[config.mk]
export PLATFORM = sky130hd
export DESIGN_NAME = i2s_rx_stream_flat
export DESIGN_NICKNAME = d
export VERILOG_FILES = /design/src/rtl/i2s_pkg.sv /design/src/rtl/i2s_rx_stream_if.sv /design/src/rtl/i2s_pulse_sync.sv /design/src/rtl/i2s_rx_stream.sv /design/src/flat_wrapper.sv
export SDC_FILE = /design/constraint.sdc
export NUM_CORES = 1
export LEC_CHECK = 0
export CAP_MARGIN = 20
export CORE_MARGIN = 2
export CORE_UTILIZATION = 50
export CTS_CLUSTER_DIAMETER = 30
export DETAILED_ROUTE_END_ITERATION = 10
export HOLD_SLACK_MARGIN = 0.08
export MAX_ROUTING_LAYER = met4
export PLACE_DENSITY = 0.65
export SETUP_SLACK_MARGIN = 0.5
export SLEW_MARGIN = 20
export SYNTH_ARGS = -nofsm -noshare
export SYNTH_HDL_FRONTEND = slang
export SYNTH_HIERARCHICAL = 1
export SYNTH_SLANG_ARGS = --single-unit
[constraint.sdc]
create_clock -name clk -period 3.93 [get_ports clk]
set_input_delay 1.179 -clock clk [delete_from_list [all_inputs] [get_ports clk]]
set_output_delay 1.179 -clock clk [all_outputs]
set_load 0.03 [all_outputs]
[src/rtl/i2s_pkg.sv]
// ------------------------------------------------------------------
// i2s_pkg : shared types and constants for the I2S receive path
// Revision 1.0
// ------------------------------------------------------------------
`default_nettype none

package i2s_pkg;

   localparam int SYNC_STAGES = 2;
   localparam int PAIR_WIDTH  = 16;

   typedef struct packed {
      logic [PAIR_WIDTH-1:0] left;
      logic [PAIR_WIDTH-1:0] right;
   } i2s_pair_t;

endpackage

`default_nettype wire

[src/rtl/i2s_rx_stream_if.sv]
// ------------------------------------------------------------------
// i2s_rx_stream_if : Avalon-ST link carrying {left,right} sample pairs
// Revision 1.0
// ------------------------------------------------------------------
`default_nettype none

interface i2s_rx_stream_if #(
   parameter int WIDTH = 16
);

   logic [2*WIDTH-1:0] st_data;
   logic               st_valid;
   logic               st_ready;

   modport master (output st_data, output st_valid, input  st_ready);
   modport slave  (input  st_data, input  st_valid, output st_ready);

endinterface

`default_nettype wire

[src/rtl/i2s_pulse_sync.sv]
// ------------------------------------------------------------------
// i2s_pulse_sync : sck-to-clk level synchroniser with registered rising-edge pulse
// Revision 1.0
// ------------------------------------------------------------------
`default_nettype none

module i2s_pulse_sync
   import i2s_pkg::*;
#(
   parameter int STAGES = SYNC_STAGES
) (
   input  logic clk,
   input  logic reset_n,
   input  logic async_in,
   output logic pulse_out
);

   logic [STAGES-1:0] sync_q, sync_d;
   logic              edge_q, edge_d;
   logic              pulse_q, pulse_d;

   always_comb begin
      sync_d  = {sync_q[STAGES-2:0], async_in};
      edge_d  = sync_q[STAGES-1];
      // one pulse per rising edge, however long the source level is held
      pulse_d = sync_q[STAGES-1] & ~edge_q;
   end

   always_ff @(posedge clk or negedge reset_n) begin
      if (!reset_n) begin
         sync_q  <= '0;
         edge_q  <= 1'b0;
         pulse_q <= 1'b0;
      end else begin
         sync_q  <= sync_d;
         edge_q  <= edge_d;
         pulse_q <= pulse_d;
      end
   end

   assign pulse_out = pulse_q;

endmodule

`default_nettype wire

[src/rtl/i2s_rx_stream.sv]
// ------------------------------------------------------------------
// i2s_rx_stream : captures I2S sample pairs into a show-ahead FIFO, Avalon-ST source
// Revision 1.0
// ------------------------------------------------------------------
`default_nettype none

module i2s_rx_stream
   import i2s_pkg::*;
#(
   parameter int WIDTH = 16,
   parameter int DEPTH = 16,
   parameter int CNT_W = 16
) (
   input  logic                     clk,
   input  logic                     reset_n,
   input  logic                     enable,
   input  logic [WIDTH-1:0]         i2s_data_left,
   input  logic [WIDTH-1:0]         i2s_data_right,
   input  logic                     i2s_sample_ready,
   i2s_rx_stream_if.master          st,
   output logic [$clog2(DEPTH):0]   fill_level,
   output logic [CNT_W-1:0]         overflow_count,
   input  logic                     overflow_clear
);

   localparam int                PTR_W  = $clog2(DEPTH);
   localparam int                FILL_W = PTR_W + 1;
   localparam logic [FILL_W-1:0] C_FULL = FILL_W'(DEPTH);

   logic                 cap_strobe;
   logic                 push, pop, drop;
   logic [2*WIDTH-1:0]   mem_q [DEPTH];
   logic [PTR_W-1:0]     wr_ptr_q, wr_ptr_d;
   logic [PTR_W-1:0]     rd_ptr_q, rd_ptr_d;
   logic [FILL_W-1:0]    fill_q, fill_d;
   logic [CNT_W-1:0]     ovf_q, ovf_d;

   i2s_pulse_sync #(.STAGES(SYNC_STAGES)) u_strobe_sync (
      .clk       (clk),
      .reset_n   (reset_n),
      .async_in  (i2s_sample_ready),
      .pulse_out (cap_strobe)
   );

   always_comb begin
      pop      = (fill_q != '0) && st.st_ready;
      // a full FIFO still accepts when the head leaves in the same cycle
      push     = cap_strobe && enable && ((fill_q != C_FULL) || pop);
      drop     = cap_strobe && enable && !push;
      wr_ptr_d = wr_ptr_q;
      rd_ptr_d = rd_ptr_q;
      fill_d   = fill_q;
      ovf_d    = ovf_q;
      if (push) wr_ptr_d = wr_ptr_q + 1'b1;
      if (pop)  rd_ptr_d = rd_ptr_q + 1'b1;
      case ({push, pop})
         2'b10:   fill_d = fill_q + 1'b1;
         2'b01:   fill_d = fill_q - 1'b1;
         default: fill_d = fill_q;
      endcase
      if (overflow_clear)
         ovf_d = CNT_W'(drop);
      else if (drop && !(&ovf_q))
         ovf_d = ovf_q + 1'b1;
   end

   always_ff @(posedge clk or negedge reset_n) begin
      if (!reset_n) begin
         wr_ptr_q <= '0;
         rd_ptr_q <= '0;
         fill_q   <= '0;
         ovf_q    <= '0;
      end else begin
         wr_ptr_q <= wr_ptr_d;
         rd_ptr_q <= rd_ptr_d;
         fill_q   <= fill_d;
         ovf_q    <= ovf_d;
      end
   end

   // sample data is quasi-static for many sck cycles after the strobe
   always_ff @(posedge clk) begin
      if (push) mem_q[wr_ptr_q] <= {i2s_data_left, i2s_data_right};
   end

   assign st.st_valid    = (fill_q != '0);
   assign st.st_data     = st.st_valid ? mem_q[rd_ptr_q] : '0;
   assign fill_level     = fill_q;
   assign overflow_count = ovf_q;

endmodule

`default_nettype wire
[src/flat_wrapper.sv]
// flat-port wrapper written by rule: the top's interface ports become plain ports
module i2s_rx_stream_flat import i2s_pkg::*;
#(
   parameter int WIDTH = 16,
   parameter int DEPTH = 16,
   parameter int CNT_W = 16
)
  (clk, reset_n, enable, i2s_data_left, i2s_data_right, i2s_sample_ready, fill_level, overflow_count, overflow_clear, st_st_data, st_st_valid, st_st_ready);
  i2s_rx_stream_if #(.WIDTH(WIDTH)) st_i ();
  input  logic clk;
  input  logic reset_n;
  input  logic enable;
  input  logic [WIDTH-1:0] i2s_data_left;
  input  logic [WIDTH-1:0] i2s_data_right;
  input  logic i2s_sample_ready;
  output logic [$clog2(DEPTH):0] fill_level;
  output logic [CNT_W-1:0] overflow_count;
  input  logic overflow_clear;
  output wire logic [$bits(st_i.st_data)-1:0] st_st_data;
  output wire logic [$bits(st_i.st_valid)-1:0] st_st_valid;
  input wire logic [$bits(st_i.st_ready)-1:0] st_st_ready;
  assign st_st_data = st_i.st_data;
  assign st_st_valid = st_i.st_valid;
  assign st_i.st_ready = st_st_ready;
  i2s_rx_stream #(.WIDTH(WIDTH), .DEPTH(DEPTH), .CNT_W(CNT_W)) u_core (.clk(clk), .reset_n(reset_n), .enable(enable), .i2s_data_left(i2s_data_left), .i2s_data_right(i2s_data_right), .i2s_sample_ready(i2s_sample_ready), .st(st_i), .fill_level(fill_level), .overflow_count(overflow_count), .overflow_clear(overflow_clear));
endmodule
# Word-level counts from Yosys, hierarchy flattened
# Memory sizes are Yosys's and may differ from the RTL's.
# Cells that the tools add are included.
dict set report totals {
  latchBits 0
  inputBits 38
  n_memories 1
  ramBits 512
  reg_bits 33
  mem_bits_ro 0
}
# memory depth word_bits rd rd_clocked_by_memory_dff write_ports line
set mem_list {}
lappend mem_list {u_core.mem_q 16 32 1 0 1 i2s_rx_stream.sv:32} ;# logic [2*WIDTH-1:0] mem_q [DEPTH];
dict set report op_classes {
  n_addsub 5
  n_eq_ne 3
  n_mux 6
  n_mul 0
  bitwise_logic 2
  shift 0
  magnitude_cmp 0
  div 0
  reduce_logical 12
}
# operator count
set op_table {}
lappend op_table {{two-way mux 16 bit} 2}
lappend op_table {{two-way mux 32 bit} 1}
lappend op_table {{adder 16 x 1 -> 16 bit, second input constant} 1}
lappend op_table {{AND reduction 16 bit} 1}
lappend op_table {{one-hot mux 5 bit (2 select lines)} 1}
lappend op_table {{adder 4 x 1 -> 4 bit, second input constant} 2}
lappend op_table {{adder 5 x 1 -> 5 bit, second input constant} 1}
lappend op_table {{logical AND 1 bit} 5}
lappend op_table {{inequality test 5 bit, second input constant} 1}
lappend op_table {{nonzero test 5 bit} 1}
lappend op_table {{subtractor 5 x 1 -> 5 bit, second input constant} 1}
lappend op_table {{nonzero test 2 bit} 2}
lappend op_table {{== test 2 x 1 -> 1 bit, second input constant} 1}
lappend op_table {{== test 2 bit, second input constant} 1}
lappend op_table {{zero test 1 bit} 2}
lappend op_table {{two-way mux 1 bit} 2}
lappend op_table {{bitwise AND 1 bit} 1}
lappend op_table {{logical OR 1 bit} 1}
lappend op_table {{NOT 1 bit} 1}

# Logic depth before layout (Yosys ltp)
# Gate-level depths: netlist of run 1.
dict set report logic_depth {
  depth_word 9
  ltp_mapped 8
  depth_no_buf 8
}

# Modules after synthesis
# The synthesis of run 1 kept the hierarchy.
# module area_per_inst_um2 cells_each seq_area_each_um2 instances
set modules_own_cells {}
lappend modules_own_cells {i2s_rx_stream 21146.5 978 16100.4 1}
lappend modules_own_cells {i2s_pulse_sync 113.9 5 100.1 1}

# Worst setup path before layout of run 1
# Ideal clock, no wire load.
dict set report synth_path {
  kind {input-to-reg}
  startpoint {in enable}
  endpoint {mem u_core/mem_q[12][0] (netlist bit) (enable)}
  path_slack_ns 0.235
  arrival_ns 3.274
  path_buffers 1
  stages 5
  setup_ns 0.421
  cell_sequence {nand2_1 a31oi_1 clkbuf_1 nand3_1 nor2_1}
}
dict set report synth_between {
  elab_chain_len 4
}
# element line
set synth_lines {}
lappend synth_lines {{from (decl)} flat_wrapper.sv:12} ;# input logic enable;
lappend synth_lines {{logical AND 1 bit (2 in series)} i2s_rx_stream.sv:48} ;# push = cap_strobe && enable && ((fill_q != C_FULL) || pop);
lappend synth_lines {{two-way mux 1 bit} i2s_rx_stream.sv:83} ;# if (push) mem_q[wr_ptr_q] <= {i2s_data_left, i2s_data_right};
lappend synth_lines {{two-way mux 1 bit (implied by the code)} i2s_rx_stream.sv:83}
lappend synth_lines {{to (decl)} i2s_rx_stream.sv:32}
# Every way passes these cells.

# Worst setup path after layout of run 1
dict set report layout_path {
  startpoint {reg u_core.rd_ptr_q[0]}
  endpoint {out st_st_data[28]}
}
dict set report layout_between {
  elab_chain_len 2
}
# element line
set layout_lines {}
lappend layout_lines {{from (decl)} i2s_rx_stream.sv:34} ;# logic [PTR_W-1:0] rd_ptr_q, rd_ptr_d;
lappend layout_lines {{from (signal assigned)} i2s_rx_stream.sv:75} ;# rd_ptr_q <= rd_ptr_d;
lappend layout_lines {{memory (16 x 32 bit)} -}
lappend layout_lines {{two-way mux 32 bit} i2s_rx_stream.sv:87} ;# assign st.st_data = st.st_valid ? mem_q[rd_ptr_q] : '0;
lappend layout_lines {{to (decl)} flat_wrapper.sv:19} ;# output wire logic [$bits(st_i.st_data)-1:0] st_st_data;
# Every way passes these cells.

==> impl_metrics.ini, run 1 <==
[floorplan]
coreArea_um2 = 41900
die-area_um2 = 44200
initial_core_util = 0.507
die_h_um = 210
io_pins = 92
rows = 75
die_w_um = 210

[cells_and_area]
n_fill_cell = 2659
layout_common_cells = edfxtp_1 (512), mux4_2 (128), clkbuf_16 (112)
seqCellArea_um2 = 16200
instances_no_fill = 1856
drive_above_1_share = 0.364
layout.cells.most_common = edfxtp_1
area_growth_pct = 31.2
final_core_util = 0.665
nNetsFinal = 1270
multi_input_area_um2 = 4990

[grt]
grt_usage = 0.240
grt_pass1_vias = 11600
antenna_found_initial = 1
grt_max_degree = 44
gr-total-overflow = 0
grt_pass1_wl_um = 73900

[worst_setup_path]
rrSetupSlack_ns = 1.09
worstReg2RegEnd = u_core/fill_level[4]$_DFFE_PN0P_
criticalPathCategory = reg2out
worst_ep_required_time_ns = 2.75
crit_path_max_fanout = 8
r2r_cells = 8
startpoint_type = register
r2r_start = u_core/fill_level[3]$_DFFE_PN0P_
critPathArrivalTime_ns = 2.55
end_kind = output pin

[timing]
maxSlewViolCount = 0
rsz0062_at_grt = true
final.setup.tns_ns = 0
finalSetupViolCount = 0
relSlewSlack = 0.377
max_slew.worst_pin.slew_ns = 0.926
timing.fmax_mhz = 268
period_needed_ns = 3.73
hold_violations = 0
fin_skew_ns = 0.0258
finalCritPeriodShare = 0.949

[power]
comb_power_share = 0.291
power.density_nw_per_um2 = 814
p_leak_nw = 9.55
net-switching-power_w = 0.00653
p_int_w = 0.0162
seqPwrFrac = 0.300
sw_frac_of_total = 0.288
pwr-share-clk = 0.410
vdd_ir_drop_max_mv = 0.396

[synthesis]
synth-simple-area-share = 0.0257
synth-edff-count = 512
syn_avg_cell_area_um2 = 21.6
yosys.area_share.xor_xnor = 0.00371
yosysSeqAreaShare = 0.762
synthFlopType = edfxtp_1
synth_compound_area_frac = 0.0196
muxShareOfSynthArea = 0.171
synth_cell_types = 49
synth-async-reset-ratio = 0.0606
synth_warnings = 6
synthAdderAreaFrac = 0.00624
syn_nets = 1031
ys_ff_latch = 545
syn_area_um2 = 21300
synth_cells = 983
synth_top_family_by_area = multiplexers

[clock_tree]
cts_tree = built
insertion_delay_ns = 0.63
htree_levels = 3
cts_made_buffers = 108
clkTransAtPathRegs_ns = 0.05
root_buffer = clkbuf_16
cts.sinks = 545
clock_path_buffers = 3

[place]
dp_hpwl_um = 25500
dp_cells = 1616
port_buffers = 91
gp_congestion = 0.796

[route]
drtAntennaViolNets = 0
routed_via_density = 5.92
top_layer_used = met4
drtPass1Iterations = 5
drtIter0Drc = 927
wire_per_inst_um = 27.0
routed_wl_um = 50200
drc = 0
drt-met1-wl_um = 20500
dr_wl_met2_um = 25700
vias = 11000
met3_length_um = 2970

[min_path]
worst_hold_path.endpoint = u_core/u_strobe_sync/sync_q[1]$_DFF_PN0_
min_path_cells = 0
hp-start = u_core/u_strobe_sync/sync_q[0]$_DFF_PN0_
hp-class = reg2reg

[status]
outcome = completed

[run]
max_cap_violations = 0
-- area by class of cell --
class | instances | area share
diodes | 1 | 0.0000897
clock buffers | 123 | 0.0993
clock inverters | 81 | 0.0360
inverters | 13 | 0.00175
multi-input cells | 379 | 0.179
flip-flops and latches | 545 | 0.581
well taps | 539 | 0.0242
repair buffers | 175 | 0.0785
-- through the flow --
| stage | power (W) | area [um^2] | setup WS [ns] | hold WS [ns] |
|---|---|---|---|---|
| after floorplan | 0.0105 | 21300 | 0.235 | 0.331 |
| after global placement | 0.0124 | 23300 | 0.350 | 0.336 |
| after detailed placement | 0.0125 | 23300 | 0.316 | 0.336 |
| after CTS | 0.0225 | 27600 | 0.193 | 0.346 |
| after global routing | 0.0235 | 27900 | 0.121 | 0.354 |
| final | 0.0227 | 27900 | 0.200 | 0.343 |
-- worst max-delay path by stage --
stage / startpoint / to / slack (ns) / depth (start not counted)
after global placement: st_st_ready / u_core/mem_q[13][7]$_DFFE_PP_ / 0.35 / 6
after detailed placement: st_st_ready / u_core/mem_q[13][12]$_DFFE_PP_ / 0.32 / 6
after CTS: u_core/rd_ptr_q[1]$_DFFE_PN0P_ / st_st_data[27] / 0.19 / 5
after global routing: u_core/rd_ptr_q[0]$_DFFE_PN0P_ / st_st_data[8] / 0.12 / 7
after floorplan: enable / u_core/mem_q[12][0]$_DFFE_PP_ / 0.23 / 5
final: u_core/rd_ptr_q[0]$_DFFE_PN0P_ / st_st_data[28] / 0.20 / 7
-- critical path: stages (launching register included) --
cell and delay [ns]:
dfrtp_4 0.48, buf_12 0.17, buf_12 0.14, buf_16 0.14
mux4_2 0.47, mux2i_2 0.23, o22ai_2 0.14, buf_6 0.15
-- cell usage after synthesis (2+ instances only) --
cell	number	area, um^2
xor2_1	3	26.3
a21oi_1	8	40.0
a31oi_1	3	18.8
or2_2	2	12.5
nor2b_1	5	31.3
o31ai_1	2	15.0
o311ai_0	2	17.5
nand3_1	9	45.0
dfrtp_1	33	826
buf_2	14	70.1
or4_1	4	30.0
mux4_2	128	2880
mux2_2	10	113
a211oi_1	4	30.0
buf_1	11	41.3
inv_1	13	48.8
o41ai_1	2	17.5
or3_1	2	12.5
clkbuf_1	21	78.8
mux2i_1	65	651
nor2_1	16	60.1
nor4_1	5	31.3
nand4_1	5	31.3
o21ai_0	2	10.0
a21o_1	3	22.5
and3_1	3	18.8
nand2_1	15	56.3
edfxtp_1	512	15400
and2_1	14	87.6
ha_1	9	113
o22ai_1	32	200
nor3_1	3	15.0
and3b_1	2	17.5
xnor2_1	6	52.6
-- per-layer routing --
metal,up-vias,track usage
li1,4677,-
met1,5805,0.315
met2,425,0.387
met3,76,0.0396
met4,0,0.0787
met5,-,-
-- cells by family (layout without fill, tap and decap cells) --
family                     after synthesis  in the layout
and+or+nand+nor                         94             94
other                                    0              1
DFF                                    545            545
AOI/OAI and AO/OA                       63             63
buffers and inverters                   59            392
adders and majority gates               10             10
muxes                                  203            203
xor gates and xnor gates                 9              9
-- sequential cells by signal, summed over array words and instances, names as in the netlist --
register / cells
u_core/mem_q: 512
u_core/wr_ptr_q: 4
u_core/rd_ptr_q: 4
u_core/u_strobe_sync/pulse_out: 1
u_core/u_strobe_sync/sync_q: 2
u_core/fill_level: 5
u_core/u_strobe_sync/edge_q: 1
u_core/overflow_count: 16
-- what timing repair did --
action | CTS | global route
buffers inserted | 17 | 6
pin swaps | 10 | 15
setup endpoints to repair | 33 | 33
hold buffers | 0 | 0
cloned | 8 | 4
resized for setup | 102 | 37
-- power by group through the flow --
stage | clock, W | combinational [W] | sequential, W
after floorplan | 0 | 0.00368 | 0.00683
after global placement | 0 | 0.00542 | 0.00698
after detailed placement | 0 | 0.00547 | 0.00698
after CTS | 0.00940 | 0.00633 | 0.00680
after global routing | 0.00972 | 0.00691 | 0.00682
final | 0.00930 | 0.00659 | 0.00681
Power figures use the tool's default switching activity.
==> inputs of run 2 (changes only) <==
--- a/config.mk
+++ b/config.mk
@@ -17,5 +17,4 @@
 export SLEW_MARGIN = 20
 export SYNTH_ARGS = -nofsm -noshare
 export SYNTH_HDL_FRONTEND = slang
-export SYNTH_HIERARCHICAL = 1
 export SYNTH_SLANG_ARGS = --single-unit
==> run 2 against run 1 <==
  * Synthesized area is 0.19% higher
  * Clock skew is 0.011 ns lower
  * Clock-buffer cell count is 3 lower
  * Core utilization is 0.45 points lower
  * Power is 2.4% lower
  * Critical path depth stayed put
  * First-iteration DRC count is 1.9% lower
  * Die area is 0.19% higher
  * Via count is 0.56% lower
  * Highest routed layer unchanged
==> impl_metrics.ini, run 2 <==
[status]
outcome = completed

[cells_and_area]
seqCellArea_um2 = 16200
top_register = u_core.mem_q
drive_above_1_share = 0.366
instances_no_fill = 1872
n_fill_cell = 2726
layout_common_cells = edfxtp_1 (512), mux4_2 (128), clkbuf_16 (110)
nNetsFinal = 1291
area_growth_pct = 30.3
layout.cells.most_common = edfxtp_1
largest_reg_flops = 512
fin_area_um2 = 27800
multi_input_area_um2 = 5070
final_core_util = 0.660

[floorplan]
io_pins = 92
die_h_um = 210
rows = 75
die-area_um2 = 44300
initial_core_util = 0.507
coreArea_um2 = 42000
die_w_um = 210

[worst_setup_path]
rrSetupSlack_ns = 1.12
worst_ep_required_time_ns = 2.75
startpoint = u_core.rd_ptr_q[0]$_DFFE_PN0P_
critPathArrivalTime_ns = 2.59
startpoint_type = register
end_kind = output pin
crit_path_max_fanout = 7
r2r_start = u_core.fill_level[0]$_DFFE_PN0P_
criticalPathCategory = reg2out

[grt]
grt_usage = 0.227
grt_pass1_wl_um = 71000
grt_pass1_vias = 11400
grt_max_degree = 50
gr-total-overflow = 0
antenna_found_initial = 0

[clock_tree]
cts.sinks = 545
postCtsHoldBufs = 0
root_buffer = clkbuf_16
cts_tree = built
insertion_delay_ns = 0.62
clock_path_buffers = 3
cts_made_buffers = 106
clkTransAtPathRegs_ns = 0.05
htree_levels = 3

[synthesis]
synth_cells = 992
ys_ff_latch = 545
netlist.area_leader.share = 0.722
syn_area_um2 = 21300
synth-async-reset-ratio = 0.0606
yosys.area.top_type = edfxtp_1
syn_avg_cell_area_um2 = 21.5
synthFlopType = edfxtp_1
yosysMostFrequentCell = edfxtp_1
synthTopCellsByCount = edfxtp_1 (512), mux4_2 (128), mux2i_1 (64)
syn_nets = 1040
synth_cell_types = 48
yosysSeqAreaShare = 0.761
netlist_top_cells_area = edfxtp_1 (72%), mux4_2 (14%), dfrtp_1 (3.9%), mux2i_1 (3.0%), o22ai_1 (0.94%)
synth-edff-count = 512
synth_warnings = 0

[timing]
finalCritPeriodShare = 0.960
max_slew.worst_pin.slew_ns = 0.814
fin_skew_ns = 0.0145
period_needed_ns = 3.77
finalSetupViolCount = 0
timing.fmax_mhz = 265
hold_violations = 0
rsz0062_at_grt = true
maxSlewViolCount = 0
final.setup.tns_ns = 0
relSlewSlack = 0.455

[power]
vdd_ir_drop_max_mv = 0.909
p_leak_nw = 9.45
power.density_nw_per_um2 = 798

[min_path]
hp-class = reg2reg
hp-start = u_core.u_strobe_sync.sync_q[0]$_DFF_PN0_

[route]
drtPass1Iterations = 5
routed_via_density = 5.83
drc = 0
drtAntennaViolNets = 0
routed_wl_um = 48100
drtIter0Drc = 909
vias = 10900
wire_per_inst_um = 25.7

[place]
dp_hpwl_um = 24100
dp_cells = 1622
placed_area_um2 = 23300
port_buffers = 91
gp_congestion = 0.782

[run]
max_cap_violations = 0
==> run 2: cell families (layout without fill, tap and decap cells) <==
kind of cell             after synthesis  count (layout)  share of synthesized area
AO/OA/AOI/OAI                         65              65                     0.0193
XOR/XNOR                              11              11                    0.00452
adder cells (fa/ha/maj)               10              10                    0.00587
buffers and inverters                 64             404                     0.0127
flip-flops                           545             545                      0.761
multiplexers                         199             199                      0.169
other                                  0               1                          0
AND/OR/NAND/NOR                       98              98                     0.0280
==> run 2: final cells by class <==
class	count	area share
multi-input combinational	383	0.183
inverter	11	0.00149
timing repair buffer	196	0.0805
sequential	545	0.584
clock inverter	77	0.0292
clock buffer	120	0.0978
tap	539	0.0243
antenna	1	0.0000902
==> run 2: metrics by stage <==
stage	total power, W	hold slack (ns)	worst slack (ns)
2_1_floorplan	0.0105	0.331	-0.196
3_3_place_gp	0.0124	0.336	0.293
3_5_place_dp	0.0124	0.336	0.212
4_1_cts	0.0220	0.346	0.152
5_1_grt	0.0229	0.371	0.0813
6_report	0.0221	0.345	0.157
==> run 2: path summary, 6_finish.rpt <==
check,depth (start not counted),endpoint
min reg2reg,0,u_core.u_strobe_sync.sync_q[1]$_DFF_PN0_
min,0,u_core.u_strobe_sync.sync_q[1]$_DFF_PN0_
max reg2reg,12,u_core.fill_level[4]$_DFFE_PN0P_
max in group asynchronous,2,u_core.overflow_count[14]$_DFFE_PN0P_
max,7,st_st_data[19]
min in group asynchronous,1,u_core.fill_level[0]$_DFFE_PN0P_
==> run 2: repair_timing <==
action | in CTS | in global routing
cloned | 5 | 4
setup endpoints to repair | 33 | 32
pin swaps | 7 | 12
setup buffers | 29 | 14
resized for setup | 94 | 21
endpoints found under the hold margin | 0 | 0
==> run 2: worst max-delay path, cell delays in order, from the launching register on <==
cell     delay, ns
dfrtp_4       0.42
buf_12        0.17
buf_16        0.17
buf_16        0.15
mux4_2        0.52
mux2i_1       0.21
o22ai_1       0.13
buf_4         0.18
==> run 2: power by group <==
part	internal, W	switching, W	total [W]
Sequential	0.00658	0.000257	0.00684
Clock	0.00574	0.00294	0.00867
Combinational	0.00333	0.00330	0.00663
==> run 2: per-layer routing <==
layer | up-vias | GRT usage | wire length [um]
met5 | - | - | 0
met4 | 0 | 0.0709 | 1040
met1 | 5775 | 0.291 | 19700
met2 | 327 | 0.373 | 24900
li1 | 4732 | - | -
met3 | 88 | 0.0435 | 2460
